<file path="config.mk">
export PLATFORM = sky130hd
export DESIGN_NAME = decodificador_saltos
export DESIGN_NICKNAME = d
export VERILOG_FILES = /design/src/rtl/decodificador_saltos.sv
export SDC_FILE = /design/constraint.sdc
export NUM_CORES = 1
export LEC_CHECK = 0
export ABC_CLOCK_PERIOD_IN_PS = 2000
export BUFFER_PORTS_ARGS = -buffer_cell sky130_fd_sc_hd__buf_4
export CAP_MARGIN = 15
export CORE_MARGIN = 2
export CORE_UTILIZATION = 34
export DETAILED_ROUTE_END_ITERATION = 10
export PLACE_DENSITY = 0.66
export SYNTH_ARGS = -nofsm -noshare
export SYNTH_HDL_FRONTEND = slang
export SYNTH_SLANG_ARGS = --single-unit
</file>
<file path="constraint.sdc">
create_clock -name clk -period 2 [get_ports clk]
set_input_delay 0.1 -clock clk [delete_from_list [all_inputs] [get_ports clk]]
set_output_delay 0.1 -clock clk [all_outputs]
set_load 0.05 [all_outputs]
</file>
<file path="src/rtl/decodificador_saltos.sv">
// Branch decoder: splits fetch words into fields, redirects fetch on taken branches and squashes the wrong path.
// Latency: one clk from Instruccion to registered fields and redirect; the wrong-path squash follows for FLUSH_CYCLES clk.
// Backpressure: none; a new word is accepted every clk, and Done parks the block in HALTED until it drops.
module decodificador_saltos #(
    parameter int FLUSH_CYCLES = 1
) (
    input  logic        clk,
    input  logic        rst_n,
    input  logic [31:0] Instruccion,
    input  logic        Done,
    input  logic        zero_flag,
    output logic [6:0]  branchResultOut,
    output logic        instr_valid,
    output logic [4:0]  op_out,
    output logic [4:0]  rd_out,
    output logic [4:0]  rs_out,
    output logic [4:0]  rt_out,
    output logic [15:0] imm_out,
    output logic        branch_err,
    output logic [15:0] branch_count
);

    typedef enum logic [1:0] {
        START  = 2'd0,
        RUN    = 2'd1,
        FLUSH  = 2'd2,
        HALTED = 2'd3
    } state_t;

    localparam logic [4:0]  OP_JMP    = 5'b01000;
    localparam logic [4:0]  OP_BEQ    = 5'b01001;
    localparam logic [4:0]  OP_BNE    = 5'b01010;
    localparam logic [15:0] COUNT_MAX = 16'hFFFF;
    localparam logic [1:0]  FLUSH_RELOAD = 2'(FLUSH_CYCLES - 1);

    state_t     state;
    logic [1:0] flush_left;

    logic [4:0] word_op;
    logic [6:0] word_target;
    logic       branch_taken;

    // Decode the branch condition of the incoming word; only consulted while in RUN.
    always_comb begin
        word_op      = Instruccion[31:27];
        word_target  = Instruccion[6:0];
        branch_taken = 1'b0;
        case (word_op)
            OP_JMP:  branch_taken = 1'b1;
            OP_BEQ:  branch_taken = zero_flag;
            OP_BNE:  branch_taken = ~zero_flag;
            default: branch_taken = 1'b0;
        endcase
    end

    // Control FSM with registered outputs; redirect and error are single-cycle pulses.
    always_ff @(posedge clk or negedge rst_n) begin
        if (!rst_n) begin
            state           <= START;
            flush_left      <= 2'd0;
            branchResultOut <= 7'd0;
            instr_valid     <= 1'b0;
            op_out          <= 5'd0;
            rd_out          <= 5'd0;
            rs_out          <= 5'd0;
            rt_out          <= 5'd0;
            imm_out         <= 16'd0;
            branch_err      <= 1'b0;
            branch_count    <= 16'd0;
        end else begin
            branchResultOut <= 7'd0;
            branch_err      <= 1'b0;
            instr_valid     <= 1'b0;
            case (state)
                // Fetch data is not trusted yet; fields stay untouched so X cannot leak out.
                START: begin
                    state <= RUN;
                end
                RUN: begin
                    if (Done) begin
                        // Halt wins over any branch in the same word.
                        state <= HALTED;
                    end else begin
                        op_out      <= Instruccion[31:27];
                        rd_out      <= Instruccion[26:22];
                        rs_out      <= Instruccion[21:17];
                        rt_out      <= Instruccion[16:12];
                        imm_out     <= Instruccion[15:0];
                        instr_valid <= 1'b1;
                        if (branch_taken) begin
                            if (word_target != 7'd0) begin
                                branchResultOut <= word_target;
                                if (branch_count != COUNT_MAX) begin
                                    branch_count <= branch_count + 16'd1;
                                end
                                flush_left <= FLUSH_RELOAD;
                                state      <= FLUSH;
                            end else begin
                                // Redirect to address 0 is treated as a bad target, not a jump.
                                branch_err <= 1'b1;
                            end
                        end
                    end
                end
                FLUSH: begin
                    // Wrong-path words are dropped without looking at them.
                    if (Done) begin
                        state <= HALTED;
                    end else if (flush_left == 2'd0) begin
                        state <= RUN;
                    end else begin
                        flush_left <= flush_left - 2'd1;
                    end
                end
                HALTED: begin
                    if (!Done) begin
                        state <= RUN;
                    end
                end
                default: begin
                    state <= START;
                end
            endcase
        end
    end

endmodule
</file>
==> impl_metrics.json <==
{
  "critPathMaxFanout": 10,
  "status": "completed",
  "hold_path.class": "in -> reg",
  "fillers": 650,
  "antenna_cells": 0,
  "syn_avg_cell_area_um2": 13.2,
  "htreeDepth": 3,
  "layout-drive-gt1-share": 0.470,
  "firstDrtPassIters": 4,
  "synth_warnings": 0,
  "postRouteAntennaNets": 0,
  "path_class": "in -> reg",
  "vdd_ir_drop_max_mv": 1.06,
  "wl_per_cell_um": 13.9,
  "period_needed_ns": 1.83,
  "synth_edf_count": 0,
  "cts.reportedPaths.clkPinSlew_ns": 0.06,
  "critPathRequiredTime_ns": 2.21,
  "vias_per_cell": 4.69,
  "critical_path_buf_inv_count": 2,
  "gp_congestion": 0.753,
  "antenna_found_initial": 0,
  "fmax_mhz": 546,
  "ys_seq_area_frac": 0.589,
  "cts-root-buf": "clkbuf_8",
  "die_h_um": 91.3,
  "clock_skew_ns": 0.00672,
  "worst_setup_path_end_kind": "flip-flop",
  "grt_pass1_vias": 2037,
  "clk_latency_ns": 0.33,
  "worstMarginPinSlew_ns": 0.753,
  "cts_tree": "done",
  "grt_max_degree": 62,
  "layout_common_cells": "buf_4 (101), dfrtp_1 (59), mux2_2 (34)",
  "start_util": 0.354,
  "grt_pass1_wl_um": 9990,
  "synth.top_cells.by_area": "dfrtp_1 (59%), mux2_2 (15%), xnor2_1 (2.7%)",
  "yosys_register_bits": 61,
  "synth-async-reset-ratio": 1.00,
  "post-synth-top-area-cell": "dfrtp_1",
  "drv_slew": 0,
  "drc": 0,
  "cap_violations": 0,
  "worstPathCellList": "dlygate4sd3_1, buf_4, nor4_1, nand2_1, and3_2, and3_4, xor2_2",
  "core-area_um2": 7330,
  "critPathTopFamily": "simple AND/OR/NAND/NOR gates",
  "port_buffers": 96,
  "post-route-util": 0.532,
  "drt_iter0_markers": 65,
  "wl_um": 5970,
  "vias": 2020,
  "cts_sinks": 61,
  "max-slew-margin-rel": 0.498,
  "p_leak_uw": 0.00188,
  "dpl_cell_area_um2": 3410,
  "yosysUniqueCellTypes": 31,
  "clockBufferDepth": 2,
  "max_stage_delay_ns": 0.53,
  "syn2layout_area_growth_pct": 50.3,
  "dp_hpwl_um": 4150,
  "setup_viol": 0,
  "cts_made_buffers": 9,
  "ys.flop_type": "dfrtp_1",
  "synth_top_cell_area_share": 0.589,
  "cp_slowest_cell": "dlygate4sd3_1",
  "fin_area_um2": 3900,
  "final_common_cell": "buf_4",
  "synth_nets": 238,
  "grt_usage": 0.152,
  "period_share": 0.915,
  "power.total_uw": 5970,
  "synthCells": 197,
  "cp-start-kind": "primary input",
  "power_density_nw_per_um2": 1530,
  "nNetsFinal": 369,
  "cp.arrival_ns": 2.04,
  "rows": 31,
  "overflow": 0,
  "die_w_um": 91.3,
  "dieArea_um2": 8340,
  "fin_setup_tns_ns": 0,
  "netlist_area_um2": 2590,
  "finalHoldViolations": 0,
  "pin_count": 97
}
## cell usage after synthesis, types with 4 or more instances
library cell and number:
buf_4 5, nand4_1 7, nor2_1 8, xnor2_1 8, and3_1 6, dfrtp_1 61, xor2_1 5, ha_1 5
and2_1 8, and4_1 4, nand2_1 13, buf_2 4, mux2_2 34, inv_1 4
## cell type report
type                    count  area (um^2)  share of cell area
clock buffers              11          141              0.0363
clock inverters             4         48.8              0.0125
inverters                   4         15.0             0.00385
multi-input cells         122          991               0.254
flip-flops and latches     61         1530               0.392
well taps                  99          124              0.0318
repair buffers            130         1050               0.269
## sequential cells by signal (all words and copies together), names as in the netlist, 5 cells and up
name / count
branchResultOut: 7
branch_count: 16
imm_out: 12
op_out: 5
rd_out: 5
rs_out: 5
rt_out: 5
## worst paths after layout
| check | start | end | slack [ns] | cells past startpoint |
|---|---|---|---|---|
| max in group asynchronous | rst_n | branch_count[1] | 1.10 | 2 |
| hold / removal | Instruccion[29] | op_out[2] | 0.02 | 2 |
| setup reg to reg | state[1] | branch_count[5] | 0.18 | 8 |
| min in group asynchronous | rst_n | branch_count[0] | 0.38 | 2 |
| hold reg to reg | imm_out[7] | imm_out[7] | 0.51 | 1 |
| setup / recovery | Instruccion[3] | branch_count[6] | 0.17 | 7 |
## cell families after synthesis
kind of cell             Yosys count  synth area share
multiplexers                      36             0.155
adder cells (fa/ha/maj)            5            0.0241
XOR/XNOR                          14            0.0502
AND/OR/NAND/NOR                   56             0.119
buffers and inverters             14            0.0323
AO/OA/AOI/OAI                     11            0.0299
flip-flops                        61             0.589
## where the power goes
group | switching [uW] | internal (uW) | leakage, uW
Combinational | 1970 | 1070 | 0.00101
Clock | 457 | 601 | 0.0000992
Sequential | 235 | 1630 | 0.000770
## metrics by stage
stage	cells	setup WS [ns]	hold WS, ns
after floorplan	197	0.136	-0.196
after global placement	386	0.127	0.229
after detailed placement	386	0.0863	0.228
after CTS	430	0.0802	0.000669
after global routing	431	-0.0170	0.00604
final	431	0.169	0.0215
## repair_timing
item / CTS / global route
endpoints found under the setup margin: 0 / 3
setup buffers: 0 / 1
hold endpoints to repair: 89 / 0
gates resized for setup: 0 / 1
hold buffers: 29 / 0
## metal layers
metal / routed length, um / up-vias / share of wire / track usage
li1: - / 950 / - / -
met1: 2630 / 986 / 0.44 / 0.194
met4: 131 / 0 / 0.022 / 0.0808
met2: 2890 / 72 / 0.48 / 0.234
met3: 320 / 12 / 0.054 / 0.0415
met5: 0 / - / 0 / 0
(Power assumes the default switching activity.)
